## src/rtl/ac_mac_arbiter.sv

```systemverilog
// rtl/ac_mac_arbiter.sv - round-robin session arbiter for a shared Q16.16 sign-magnitude MAC; optional saturation via AC_MAC_SAT_EN
module ac_mac_arbiter #(
   parameter int N = 32,
   parameter int Q = 16
) (
   input  logic         clk,
   input  logic         rst,
   input  logic         req0,
   input  logic         req1,
   output logic         gnt0,
   output logic         gnt1,
   input  logic         op_vld,
   input  logic         op_clr,
   input  logic [N-1:0] op_a,
   input  logic [N-1:0] op_b,
   output logic         op_rdy,
   output logic [N-1:0] acc,
   output logic         acc_vld,
   output logic         busy,
   output logic         ovf
);

   localparam int M = N - 1;

   typedef enum logic [2:0] {IDLE, GRANT, MUL, ACC, HANDOVER} state_t;

   state_t       state;
   logic         ptr;
   logic [N-1:0] a_r;
   logic [N-1:0] b_r;
   logic         clr_r;
   logic [N-1:0] prod;
   logic [N-1:0] mul_res;
   logic [N-1:0] add_res;
   logic [N-1:0] acc_next;
   logic         req_own;
   logic         sat;

   // request line of whichever requester currently owns the MAC
   assign req_own = gnt0 ? req0 : req1;

`ifdef AC_MAC_SAT_EN
   logic [M:0] sum_mag;
   assign sum_mag = {1'b0, acc[M-1:0]} + {1'b0, prod[M-1:0]};
   assign sat     = (acc[N-1] == prod[N-1]) && sum_mag[M];
`else
   logic [M-1:0] sum_mag;
   assign sum_mag = acc[M-1:0] + prod[M-1:0];
   assign sat     = 1'b0;
`endif

   // qmult: magnitude product truncated back to Q fraction bits, sign is xor
   always_comb begin
      mul_res = {a_r[N-1] ^ b_r[N-1],
                 M'(({{M{1'b0}}, a_r[M-1:0]} * {{M{1'b0}}, b_r[M-1:0]}) >> Q)};
   end

   // qadd: like signs add magnitudes, unlike signs subtract smaller from larger
   always_comb begin
      add_res = '0;
      if (acc[N-1] == prod[N-1]) begin
         add_res = {acc[N-1], sum_mag[M-1:0]};
      end else if (acc[M-1:0] > prod[M-1:0]) begin
         add_res = {acc[N-1], acc[M-1:0] - prod[M-1:0]};
      end else if (acc[M-1:0] < prod[M-1:0]) begin
         add_res = {prod[N-1], prod[M-1:0] - acc[M-1:0]};
      end
   end

   // next accumulator value, clamped to full-scale when saturation is built in
   always_comb begin
      acc_next = add_res;
      if (clr_r) begin
         acc_next = prod;
      end else if (sat) begin
         acc_next = {acc[N-1], {M{1'b1}}};
      end
   end

`ifdef AC_MAC_SAT_EN
   // sticky overflow: cleared on reset or a fresh grant
   always_ff @(posedge clk or posedge rst) begin
      if (rst) begin
         ovf <= 1'b0;
      end else if (state == IDLE && (req0 || req1)) begin
         ovf <= 1'b0;
      end else if (state == ACC && !clr_r && sat) begin
         ovf <= 1'b1;
      end
   end
`else
   assign ovf = 1'b0;
`endif

   // session FSM: arbitration, operand handshake, MAC sequencing, handover
   always_ff @(posedge clk or posedge rst) begin
      if (rst) begin
         state   <= IDLE;
         ptr     <= 1'b0;
         gnt0    <= 1'b0;
         gnt1    <= 1'b0;
         busy    <= 1'b0;
         op_rdy  <= 1'b0;
         acc     <= '0;
         acc_vld <= 1'b0;
         a_r     <= '0;
         b_r     <= '0;
         clr_r   <= 1'b0;
         prod    <= '0;
      end else begin
         acc_vld <= 1'b0;
         case (state)
            IDLE: begin
               if (req0 || req1) begin
                  // ptr=0 favours requester 0; after any grant it favours the other one
                  if (req0 && (!req1 || !ptr)) begin
                     gnt0 <= 1'b1;
                     ptr  <= 1'b1;
                  end else begin
                     gnt1 <= 1'b1;
                     ptr  <= 1'b0;
                  end
                  busy   <= 1'b1;
                  op_rdy <= 1'b1;
                  acc    <= '0;
                  state  <= GRANT;
               end
            end
            GRANT: begin
               if (op_vld) begin
                  a_r    <= op_a;
                  b_r    <= op_b;
                  clr_r  <= op_clr;
                  op_rdy <= 1'b0;
                  state  <= MUL;
               end else if (!req_own) begin
                  gnt0   <= 1'b0;
                  gnt1   <= 1'b0;
                  busy   <= 1'b0;
                  op_rdy <= 1'b0;
                  state  <= HANDOVER;
               end
            end
            MUL: begin
               prod  <= mul_res;
               state <= ACC;
            end
            ACC: begin
               acc     <= acc_next;
               acc_vld <= 1'b1;
               if (!req_own) begin
                  gnt0  <= 1'b0;
                  gnt1  <= 1'b0;
                  busy  <= 1'b0;
                  state <= HANDOVER;
               end else begin
                  op_rdy <= 1'b1;
                  state  <= GRANT;
               end
            end
            HANDOVER: begin
               state <= IDLE;
            end
            default: begin
               state <= IDLE;
            end
         endcase
      end
   end

endmodule

```

## config.mk

```make
export PLATFORM = sky130hd
export DESIGN_NAME = ac_mac_arbiter
export DESIGN_NICKNAME = d
export VERILOG_FILES = /design/src/rtl/ac_mac_arbiter.sv
export SDC_FILE = /design/constraint.sdc
export NUM_CORES = 2
export LEC_CHECK = 0
export CAP_MARGIN = 20
export CORE_AREA = 2 2 305 307
export CTS_BUF_LIST = sky130_fd_sc_hd__clkbuf_2
export CTS_CLUSTER_SIZE = 28
export DETAILED_ROUTE_END_ITERATION = 8
export DIE_AREA = 0 0 307 309
export DONT_BUFFER_PORTS = 1
export MAX_ROUTING_LAYER = met4
export PLACE_DENSITY_LB_ADDON = 0.08
export SYNTH_ARGS = -nofsm -noshare
export SYNTH_HDL_FRONTEND = slang
export SYNTH_SLANG_ARGS = --single-unit
```

## constraint.sdc

```tcl
create_clock -name clk -period 6.89 [get_ports clk]
set_input_delay 1.7225 -clock clk [delete_from_list [all_inputs] [get_ports clk]]
set_output_delay 1.7225 -clock clk [all_outputs]
set_load 0.1 [all_outputs]
```

==> impl_metrics.env <==
export IMPL_avgSynthCellArea_sq_um=8.99
export IMPL_syn_area_sq_um=36500
export IMPL_cp_cell_sequence="buf_6, and2_1, fa_1, fa_1, inv_1, fa_1, fa_1, inv_2, fa_1, fa_1, fa_1, fa_1, ha_4, nand4_1, a2111o_1, a21o_4, a311o_1, o21ai_2, a21o_1, a21oi_2, xor2_1, o21ai_1"
export IMPL_routed_wl_um=116000
export IMPL_fillCellCount=9043
export IMPL_cts_root_buffer="clkbuf_2"
export IMPL_r2r_end="prod[24]"
export IMPL_synthArstFlopShare_pct=100
export IMPL_worst_slack_ns=-0.454
export IMPL_drt_iter0_markers=1776
export IMPL_syn_inst=4056
export IMPL_die_area_sq_um=94900
export IMPL_critPathKind="flip-flop to flip-flop"
export IMPL_route_detailed_drc=0
export IMPL_endpoint_kind="flip-flop"
export IMPL_synth_nets=5123
export IMPL_htreeDepth=4
export IMPL_place_congestion=0.914
export IMPL_path_max_fanout=5
export IMPL_track_usage_pct=26.5
export IMPL_layout_min_cycle_time_ns=7.34
export IMPL_wl_per_cell_um=21.5
export IMPL_cts_made_buffers=17
export IMPL_arrival_ns=8.37
export IMPL_final_util_pct=45.1
export IMPL_grt_pass1_wl_um=184000
export IMPL_crit_slowest_cell="fa_1"
export IMPL_vias_per_cell=5.12
export IMPL_area_growth_synth_to_final_pct=13.0
export IMPL_drive_gt1_share_pct=14.4
export IMPL_grt_ovfl_total=0
export IMPL_die_h_um=309
export IMPL_hp_class="input pin to async pin"
export IMPL_ff2ff_setup_slack_ns=-0.45
export IMPL_relSlewSlack_pct=24.3
export IMPL_cp_required_ns=7.92
export IMPL_design_core_area_sq_um=91400
export IMPL_setup_tns_final_ns=-5.00
export IMPL_yosysTopAreaCellShare_pct=40.5
export IMPL_max_stage_delay_ns=0.59
export IMPL_regArea_sq_um=3470
export IMPL_cpMostUsedCell="fa_1"
export IMPL_clockBufferDepth=2
export IMPL_status="finished, violations left"
export IMPL_clkSlewWorstSetupHoldPaths_ns=0.38
export IMPL_antenna_found_initial=18
export IMPL_synth_edf_count=0
export IMPL_drv_slew=0
export IMPL_first_global_vias=29200
export IMPL_r2r_start="a_r[13]"
export IMPL_r2r_cells=22
export IMPL_skew_ns=0.128
export IMPL_tightest_slew_ns=1.13
export IMPL_final_common_cell="inv_1"
export IMPL_vias=27700
export IMPL_synth_warnings=0
export IMPL_multi_input_area_sq_um=29700
export IMPL_timing_fmax_mhz=136
export IMPL_drtPass1Iterations=5
export IMPL_die_w_um=307
export IMPL_violations="setup timing"
export IMPL_dp_hpwl_um=95800
export IMPL_final_cell_mix="788 x inv_1, 709 x fa_1, 487 x and2_1"
export IMPL_ys_flop_type="dfrtp_1"
export IMPL_rows=111
export IMPL_synthDistinctLibCells=87
export IMPL_synth_top_area_cell="fa_1"
export IMPL_io_pins=108
export IMPL_cts_sinks=138
export IMPL_crit_family="adder cells"
export IMPL_crit_buf_inv=3
export IMPL_antenna_left=0
export IMPL_max_cap_violations=0
export IMPL_seq_area_frac_synth_pct=9.47
export IMPL_tritoncts="built"
export IMPL_hold_violations=0
export IMPL_grt_max_degree=65
export IMPL_rsz0062_at_grt="yes"
export IMPL_ys_seq_elements=138
export IMPL_start_util_pct=39.9
export IMPL_setup_violations=19
export IMPL_clk_insertion_delay_late_ns=1.25
export IMPL_fin_crit_sh_pct=107
export IMPL_cp_start_kind="flip-flop"
export IMPL_port_buffers=0
export IMPL_nets=5258
export IMPL_netlist_top_cells_area="fa_1 40%, dfrtp_1 9.5%, ha_1 8.9%, and2_1 8.6%, inv_1 8.2%"
cell usage after synthesis (7+ instances only):
master and number:
nand2b_1 16, inv_1 801, ha_1 260, o21bai_1 18
nand4_1 18, a22oi_1 14, nor2_1 78, nor3_1 28
o221ai_1 9, clkbuf_1 220, a21oi_1 152, and3_1 9
mux2_2 67, and2_1 500, a211oi_1 16, xnor2_1 60
o21a_1 14, a31oi_1 16, fa_1 737, or3_1 10
xor2_1 18, dfrtp_1 138, a311oi_1 7, buf_2 16
a211o_1 7, nand2_1 477, o31ai_1 13, a21o_1 42
nor2b_1 12, o211ai_1 15, nand3_1 39, o21ai_1 42
o21ai_0 79
worst max-delay path by stage:
stage | startpoint | end | slack, ns | cells after the start
final | a_r[13] | prod[24] | -0.45 | 22
after global routing | a_r[13] | prod[24] | -0.64 | 24
after detailed placement | b_r[7] | prod[30] | -0.61 | 27
after floorplan | a_r[20] | prod[24] | -0.03 | 23
after CTS | a_r[16] | prod[18] | -0.38 | 24
after global placement | a_r[14] | prod[30] | -0.60 | 24
cells by family (layout without fill, tap and decap cells):
| kind of cell | count (synthesis) | after routing | synth area share (%) |
|---|---|---|---|
| adder cells (fa/ha/maj) | 997 | 997 | 49.4 |
| other | 1 | 20 | 0.0103 |
| flip-flops | 138 | 138 | 9.47 |
| AND/OR/NAND/NOR | 1218 | 1218 | 17.0 |
| XOR/XNOR | 78 | 78 | 1.87 |
| multiplexers | 68 | 68 | 2.10 |
| AO/OA/AOI/OAI | 514 | 514 | 9.34 |
| buffers and inverters | 1042 | 1190 | 10.8 |
per-stage QoR:
step	worst slack, ns	cells	instance area, sq um	hold WS, ns
2_1_floorplan	-0.0339	4056	36500	0.456
3_3_place_gp	-0.600	5340	40000	0.495
3_5_place_dp	-0.614	5341	40000	0.503
4_1_cts	-0.384	5385	40900	0.241
5_1_grt	-0.640	5407	41200	0.300
6_report	-0.454	5409	41200	0.342
layout make-up:
| cell class | instances | share of cell area, % |
|---|---|---|
| Antenna cell | 19 | 0.115 |
| Sequential cell | 138 | 8.42 |
| Clock inverter | 14 | 0.465 |
| Multi-Input combinational cell | 2876 | 72.1 |
| Clock buffer | 18 | 0.219 |
| Timing Repair Buffer | 356 | 7.78 |
| Inverter | 802 | 7.32 |
| Tap cell | 1186 | 3.60 |
sequential cells by signal, summed over array words and instances, names as in the netlist:
signal   flops
ptr          1
clr_r        1
a_r         32
acc         32
gnt1         1
busy         1
acc_vld      1
b_r         32
op_rdy       1
state        3
gnt0         1
prod        32
repair_timing:
| item | in CTS | in global routing |
|---|---|---|
| hold buffers | 0 | 0 |
| setup buffers | 12 | 4 |
| pin swaps | 65 | 49 |
| endpoints found under the setup margin | 25 | 27 |
| gates resized for setup | 113 | 45 |
layer usage:
metal	global-route usage, %	vias up	routed length (um)
li1	-	12700	-
met1	38.5	14100	57000
met2	38.9	715	50500
met3	4.45	122	6830
met4	5.45	0	2110
met5	-	-	0
Power is left out: the tool's default activity adds up to more than one toggle a clock period on the data nets, which glitch-free logic cannot reach.
